<file path="config.mk">
export PLATFORM = sky130hd
export DESIGN_NAME = bram_blit_engine
export DESIGN_NICKNAME = d
export VERILOG_FILES = /design/src/rtl/bram_blit_engine.sv
export SDC_FILE = /design/constraint.sdc
export NUM_CORES = 1
export LEC_CHECK = 0
export BUFFER_PORTS_ARGS = -buffer_cell sky130_fd_sc_hd__buf_2
export CAP_MARGIN = 25
export CORE_MARGIN = 1
export CORE_UTILIZATION = 53
export DETAILED_ROUTE_END_ITERATION = 10
export PLACE_DENSITY = 0.86
export SLEW_MARGIN = 20
export SYNTH_ARGS = -nofsm -noshare
export SYNTH_HDL_FRONTEND = slang
export SYNTH_SLANG_ARGS = --single-unit
</file>
<file path="constraint.sdc">
create_clock -name sys_clk -period 2.5 [get_ports sys_clk]
set_input_delay 0.125 -clock sys_clk [delete_from_list [all_inputs] [get_ports sys_clk]]
set_output_delay 0.125 -clock sys_clk [all_outputs]
set_load 0.01 [all_outputs]
</file>
<file path="src/rtl/bram_blit_engine.sv">
// Block copy/fill engine driving one port of a pipelined dual-port block RAM.
// Copies are memmove-safe (direction chosen from overlap); fills stream one word per cycle.
module bram_blit_engine #(
  parameter int DATA_W     = 8,
  parameter int ADDR_W     = 8,
  parameter int RD_LATENCY = 2
) (
  input  logic              sys_clk,
  input  logic              sys_rst_n,
  input  logic              cmd_valid,
  output logic              cmd_ready,
  input  logic              cmd_fill,
  input  logic [ADDR_W-1:0] cmd_src,
  input  logic [ADDR_W-1:0] cmd_dst,
  input  logic [ADDR_W:0]   cmd_len,
  input  logic [DATA_W-1:0] cmd_pattern,
  input  logic              abort,
  output logic              busy,
  output logic              done,
  output logic              done_aborted,
  output logic              ram_ce,
  output logic              ram_oce,
  output logic              ram_wre,
  output logic [ADDR_W-1:0] ram_addr,
  output logic [DATA_W-1:0] ram_din,
  input  logic [DATA_W-1:0] ram_dout
);

  typedef enum logic [2:0] {
    S_IDLE,
    S_RD,
    S_WAIT,
    S_WR,
    S_DONE
  } state_t;

  localparam logic [ADDR_W:0]   MAX_LEN   = {1'b1, {ADDR_W{1'b0}}};
  localparam logic [ADDR_W:0]   LEN_ONE   = {{ADDR_W{1'b0}}, 1'b1};
  localparam logic [ADDR_W-1:0] PTR_ONE   = {{(ADDR_W-1){1'b0}}, 1'b1};
  localparam logic [2:0]        WAIT_LAST = 3'(RD_LATENCY - 1);

  state_t            state_reg, state_next;
  logic [ADDR_W-1:0] src_ptr_reg, src_ptr_next;
  logic [ADDR_W-1:0] dst_ptr_reg, dst_ptr_next;
  logic [ADDR_W:0]   remain_reg, remain_next;
  logic [2:0]        wait_cnt_reg, wait_cnt_next;
  logic [DATA_W-1:0] hold_reg, hold_next;
  logic [DATA_W-1:0] pattern_reg, pattern_next;
  logic [DATA_W-1:0] din_last_reg, din_last_next;
  logic [ADDR_W-1:0] addr_last_reg, addr_last_next;
  logic              fill_reg, fill_next;
  logic              desc_reg, desc_next;
  logic              aborted_reg, aborted_next;

  logic [ADDR_W:0]   len_clamped;
  logic [ADDR_W-1:0] len_m1;
  logic [ADDR_W-1:0] dst_diff;
  logic              cmd_desc;

  // Descending order is only needed when the destination overlaps the tail of the source.
  always_comb begin
    len_clamped = (cmd_len > MAX_LEN) ? MAX_LEN : cmd_len;
    len_m1      = len_clamped[ADDR_W-1:0] - PTR_ONE;
    dst_diff    = cmd_dst - cmd_src;
    cmd_desc    = !cmd_fill && (cmd_dst > cmd_src) && ({1'b0, dst_diff} < len_clamped);
  end

  always_comb begin
    state_next    = state_reg;
    src_ptr_next  = src_ptr_reg;
    dst_ptr_next  = dst_ptr_reg;
    remain_next   = remain_reg;
    wait_cnt_next = wait_cnt_reg;
    hold_next     = hold_reg;
    pattern_next  = pattern_reg;
    fill_next     = fill_reg;
    desc_next     = desc_reg;
    aborted_next  = aborted_reg;
    ram_ce        = 1'b0;
    ram_oce       = 1'b0;
    ram_wre       = 1'b0;
    ram_addr      = addr_last_reg;
    ram_din       = din_last_reg;
    done          = 1'b0;
    done_aborted  = 1'b0;
    cmd_ready     = 1'b0;
    busy          = 1'b0;

    case (state_reg)
      S_IDLE: begin
        cmd_ready = 1'b1;
        if (cmd_valid) begin
          fill_next     = cmd_fill;
          pattern_next  = cmd_pattern;
          remain_next   = len_clamped;
          desc_next     = cmd_desc;
          aborted_next  = 1'b0;
          wait_cnt_next = 3'd0;
          src_ptr_next  = cmd_desc ? cmd_src + len_m1 : cmd_src;
          dst_ptr_next  = cmd_desc ? cmd_dst + len_m1 : cmd_dst;
          if (len_clamped == '0) begin
            state_next = S_DONE;
          end else if (cmd_fill) begin
            state_next = S_WR;
          end else begin
            state_next = S_RD;
          end
        end
      end

      S_RD: begin
        busy          = 1'b1;
        ram_ce        = 1'b1;
        ram_oce       = 1'b1;
        ram_addr      = src_ptr_reg;
        wait_cnt_next = 3'd0;
        if (abort) begin
          aborted_next = 1'b1;
          state_next   = S_DONE;
        end else begin
          state_next = S_WAIT;
        end
      end

      S_WAIT: begin
        busy     = 1'b1;
        ram_ce   = 1'b1;
        ram_oce  = 1'b1;
        ram_addr = src_ptr_reg;
        if (abort) begin
          aborted_next = 1'b1;
          state_next   = S_DONE;
        end else if (wait_cnt_reg == WAIT_LAST) begin
          hold_next  = ram_dout;
          state_next = S_WR;
        end else begin
          wait_cnt_next = wait_cnt_reg + 3'd1;
        end
      end

      S_WR: begin
        busy        = 1'b1;
        ram_ce      = 1'b1;
        ram_wre     = 1'b1;
        ram_addr    = dst_ptr_reg;
        ram_din     = fill_reg ? pattern_reg : hold_reg;
        remain_next = remain_reg - LEN_ONE;
        if (desc_reg) begin
          src_ptr_next = src_ptr_reg - PTR_ONE;
          dst_ptr_next = dst_ptr_reg - PTR_ONE;
        end else begin
          src_ptr_next = src_ptr_reg + PTR_ONE;
          dst_ptr_next = dst_ptr_reg + PTR_ONE;
        end
        // An abort here still lets this write land; it only stops further words.
        if (abort) begin
          aborted_next = 1'b1;
          state_next   = S_DONE;
        end else if (remain_reg == LEN_ONE) begin
          state_next = S_DONE;
        end else if (fill_reg) begin
          state_next = S_WR;
        end else begin
          state_next = S_RD;
        end
      end

      S_DONE: begin
        done         = 1'b1;
        done_aborted = aborted_reg;
        state_next   = S_IDLE;
      end

      default: begin
        state_next = S_IDLE;
      end
    endcase

    addr_last_next = ram_addr;
    din_last_next  = ram_din;
  end

  always_ff @(posedge sys_clk or negedge sys_rst_n) begin
    if (!sys_rst_n) begin
      state_reg     <= S_IDLE;
      src_ptr_reg   <= '0;
      dst_ptr_reg   <= '0;
      remain_reg    <= '0;
      wait_cnt_reg  <= '0;
      hold_reg      <= '0;
      pattern_reg   <= '0;
      din_last_reg  <= '0;
      addr_last_reg <= '0;
      fill_reg      <= 1'b0;
      desc_reg      <= 1'b0;
      aborted_reg   <= 1'b0;
    end else begin
      state_reg     <= state_next;
      src_ptr_reg   <= src_ptr_next;
      dst_ptr_reg   <= dst_ptr_next;
      remain_reg    <= remain_next;
      wait_cnt_reg  <= wait_cnt_next;
      hold_reg      <= hold_next;
      pattern_reg   <= pattern_next;
      din_last_reg  <= din_last_next;
      addr_last_reg <= addr_last_next;
      fill_reg      <= fill_next;
      desc_reg      <= desc_next;
      aborted_reg   <= aborted_next;
    end
  end

endmodule
</file>
# == Word level (Yosys, flattened, before mapping) ==
# Index checks and enable logic that the tools add are counted.
# Widths: inputs -> output; s select.
# totals
ff_bits,66
# classes
addsub,10
order_cmp,3
n_eq_ne,11
mux,37
n_bitwise,1
reduce_logical,16
# op_table
cell,count
$mux 8,8
$pmux 8 s2,3
$mux 3,10
$sub 8x1->8 const B,3
$mux 9,2
$pmux 9 s2,1
$add 8x1->8 const B,2
$add 8x8->8,2
$pmux 3 s4,1
$eq 9x1->1 const B,1
$gt 9x9->1 const B,1
$logic_not 9->1,1
$lt 8x9->1,1
$pmux 3 s3,1
$sub 9x1->9 const B,1
$gt 8x8->1,1
$mux 1,8
$sub 8x8->8,1
$eq 3x1->1 const B,2
$eq 3x2->1 const B,2
$ne 2x2->1 const B,3
$reduce_and 2->1,3
$reduce_and 3->1,2
$mux 2,2
other kinds (14),16

# == Logic depth before layout (Yosys ltp) ==
# depth
ltp_word,7
mapped_depth,18
depth_no_buf,17

# == Worst setup path after synthesis ==
# Ideal clock, no wire load.
# synth_path
kind,input to register
start,in cmd_src[2]
end,reg dst_ptr_reg[2]
t_arrival_ns,2.970
t_required_ns,2.406
path_slack_ns,-0.564
path_stages,14
path_buffers,1
path_cell_list,inv_1 ha_1 nor2b_1 o31a_1 o311ai_1 a21boi_1 ha_1 and4b_1 a211o_1 a2111o_1 buf_6 nor2_2 a21oi_1 a221oi_2
# synth_via
elab_chain_cells,6
elab_cells_between_ends,8
# synth_lines
item,line,text
from (decl),13,"input logic [ADDR_W-1:0] cmd_src,"
$sub 8x8->8 or $gt 8x8->1 (tied branches),"64, 65",
$lt 8x9->1 or $logic_and 1x1->1 (tied branches),65,"cmd_desc = !cmd_fill && (cmd_dst > cmd_src) && ({1'b0, dst_diff} < len_clamped);"
$logic_and 1x1->1 (*),65,
$mux 8 (*),100,dst_ptr_next = cmd_desc ? cmd_dst + len_m1 : cmd_dst;
$mux 8 (*),92,if (cmd_valid) begin
$pmux 8 s2 (*),89,case (state_reg)
to (signal assigned),200,dst_ptr_reg <= dst_ptr_next;
to (decl),44,"logic [ADDR_W-1:0] dst_ptr_reg, dst_ptr_next;"
# Mark *: on every way between the ends. The rest lies on a longest branch, timed or not. The select of a mux whose other input is x is not followed.
# A chain may end at the register's enable or synchronous reset.

# == Worst setup path in the final report ==
# layout_path
start,in cmd_dst[0]
end,reg dst_ptr_reg[2]
# layout_via
elab_chain_cells,6
elab_cells_between_ends,9
# layout_lines
item,line,text
from (decl),14,"input logic [ADDR_W-1:0] cmd_dst,"
$sub 8x8->8 or $gt 8x8->1 (tied branches),"64, 65",
$lt 8x9->1 or $logic_and 1x1->1 (tied branches),65,
$logic_and 1x1->1,65,
$mux 8 (*),100,
$mux 8 (*),92,
$pmux 8 s2 (*),89,
# Marks and branches as above.

==> metrics.yaml <==
die_h_um: 99.2
holdWs_ns: 0.0495
reg2reg_depth: 8
relSlewSlack_pct: 54.0
largest_reg_flops: 9
grt_start_max_net_pins: 67
nNetsFinal: 833
grt_pass1_wl_um: 26400
startpoint_type: "primary input"
synth_top_family_by_area: "compound AO/OA/AOI/OAI gates"
arrival_ns: 3.40
ios: 69
cts.path.max_buffers: 2
hold_end: "fill_reg"
synth_fa_ha_area_share_pct: 14.2
maxCapViolCount: 0
synth_top_area_share_pct: 33.0
fmax_ghz: 0.319
muxShareOfSynthArea_pct: 6.72
critPathMaxFanout: 5
synth_compound_gate_area_share_pct: 18.5
dp_hpwl_um: 10500
synth-seq-area-share_pct: 33.0
slew_viol_final: 0
wl_per_cell_um: 20.3
grt_remaining_overflow: 0
clock-sinks: 66
grtUsageMet2_pct: 58.7
status: "complete, but fails checks"
layout_setup_ws_ns: -0.637
violations: "negative setup slack"
whs_path_depth: 3
routed_wirelength_um: 17200
rows: 35
layout-drive-gt1-share_pct: 29.5
period_minus_slack_ns: 3.14
fin_cells: 849
place_inst: 800
ctsRootBufferMaster: "clkbuf_8"
cp.required_ns: 2.76
hold_class: "in -> reg"
finalClockSkew_ns: 0.0123
gp_congestion: 0.930
clk_pin_slew_ns: 0.08
yosys_register_bits: 66
drcViolationCount: 0
core_um2: 9200
synth_warnings: 0
netlist_top_cells_area: "dfrtp_1 (33%), ha_1 (12%), nand2_1 (4.9%)"
viasPerCell: 6.39
ys_async_sr_fraction_pct: 100
start_util_pct: 54.5
htree_levels: 3
ys.flop_type: "dfrtp_1"
insertion_delay_ns: 0.37
yosysTopAreaCell: "dfrtp_1"
hold_start: "cmd_fill"
n_antenna_cell: 0
setup_violations: 17
yosys.area_share.simple_pct: 17.4
cts_tree: "yes"
antenna_found_initial: 0
power.density_nw_per_um2: 1060
netlist-cell-type-count: 61
worst-setup-path-type: "in -> reg"
chipWidth_um: 99.2
ant_nets: 0
final_util_pct: 74.1
worst-slew-pin-transition_ns: 0.672
period_share_pct: 125
end_kind: "register"
port_buffers: 68
leakagePower_nw: 3.37
vias: 5423
first_pass_iters: 6
syn_area_per_cell_um2: 8.84
synthCells: 567
finalHoldViolCount: 0
rr_startpoint: "desc_reg"
synth_xor_area_share_pct: 5.77
synth_area_um2: 5010
dieArea_um2: 9850
ff2ff_setup_slack_ns: -0.27
grt_use_met3_pct: 6.39
synth_fp_nets: 667
rsz0062_at_grt: "yes"
grt-busiest-layer: "met2"
synth-edff-count: 0
post-place-ws_ns: -0.909
cts_buffers: 9
vdd_drop_max_mv: 0.491
met1_usage_pct: 41.2
grt_pass1_vias: 5375
r2r_end: "src_ptr_reg[7]"
synthToLayoutAreaGrowth_pct: 36.0
grt_usage_pct: 34.5
drt_iter0_markers: 551
worst max-delay path, stage by stage:
cell,delay (ns)
buf_12,0.09
inv_12,0.03
ha_4,0.15
fa_2,0.36
nor2b_2,0.14
o31a_1,0.22
o311ai_2,0.12
a21boi_2,0.18
ha_1,0.29
and4b_1,0.21
o211ai_1,0.10
a21oi_1,0.08
a2111o_2,0.53
buf_12,0.18
buf_16,0.14
nor2_2,0.07
a21oi_1,0.06
a221oi_2,0.31
cell usage after synthesis (all sizes together) (8+ instances only):
cell and n:
a22oi 11, ha 49, nand2 66, clkbuf 18, nor3 16, xor2 14, o221ai 11, mux2 13
nand2b 15, nor2 42, dfrtp 66, nor2b 8, inv 32, a21oi 36, nand3 14, xnor2 19
o21ai 43, mux2i 19
what timing repair did:
action	4_1_cts	5_1_grt
buffers inserted	8	5
gates resized for setup	21	19
hold endpoints to repair	82	0
gates cloned	3	0
hold buffers	17	0
pin swaps	19	17
setup endpoints to repair	17	26
report_power, final:
| group | switching (W) | internal, W | total, W |
|---|---|---|---|
| registers | 0.000513 | 0.00154 | 0.00205 |
| clock network | 0.000449 | 0.000666 | 0.00112 |
| logic | 0.00232 | 0.00171 | 0.00403 |
| total | 0.00328 | 0.00391 | 0.00719 |
how the worst max path moves through the flow:
stage,start,end,slack (ns)
2_1_floorplan,cmd_dst[0],dst_ptr_reg[6],-0.42
3_3_place_gp,cmd_dst[0],src_ptr_reg[4],-0.73
3_5_place_dp,cmd_dst[0],src_ptr_reg[4],-0.91
4_1_cts,cmd_dst[0],src_ptr_reg[4],-0.47
5_1_grt,cmd_src[5],dst_ptr_reg[2],-0.74
6_report,cmd_dst[0],dst_ptr_reg[2],-0.64
layout make-up:
cell class	count	area, µm²
clock buffers	10	128
clock inverters	6	114
fillers	582	2380
inverters	32	133
multi-input cells	446	3310
flip-flops and latches	66	1650
well taps	111	139
repair buffers	178	1340
metrics by stage:
step | setup TNS [ns] | power (W) | cell area, µm²
floorplan | -6.42 | 0.00426 | 5080
global placement | -11.36 | 0.00527 | 6060
detailed placement | -13.84 | 0.00545 | 6060
CTS | -6.97 | 0.00672 | 6700
global route | -10.42 | 0.00758 | 6820
finish | -8.79 | 0.00719 | 6820
layer usage:
metal	up-vias	wire, µm
met2	412	8260
li1	2353	-
met1	2542	6260
met5	-	0
met4	0	1030
met3	116	1680
layout by cell type (no fill, tap or decap), types with 17 or more instances in the layout:
cell type	netlist	routed
buf_2	0	65
inv_1	30	27
nor2_1	39	38
nand2_1	66	65
o21ai_1	33	32
ha_1	49	46
dfrtp_1	66	66
buf_4	2	85
dlygate4sd3_1	0	17
a21oi_1	36	30
xnor2_1	19	17
kinds of logic (layout without fill, tap and decap cells):
family	after synthesis	in the layout
AO/OA/AOI/OAI	144	144
XOR/XNOR	33	33
adder cells (fa/ha/maj)	54	54
buffers and inverters	55	226
flip-flops	66	66
multiplexers	32	32
AND/OR/NAND/NOR	183	183
(Power assumes the default switching activity.)
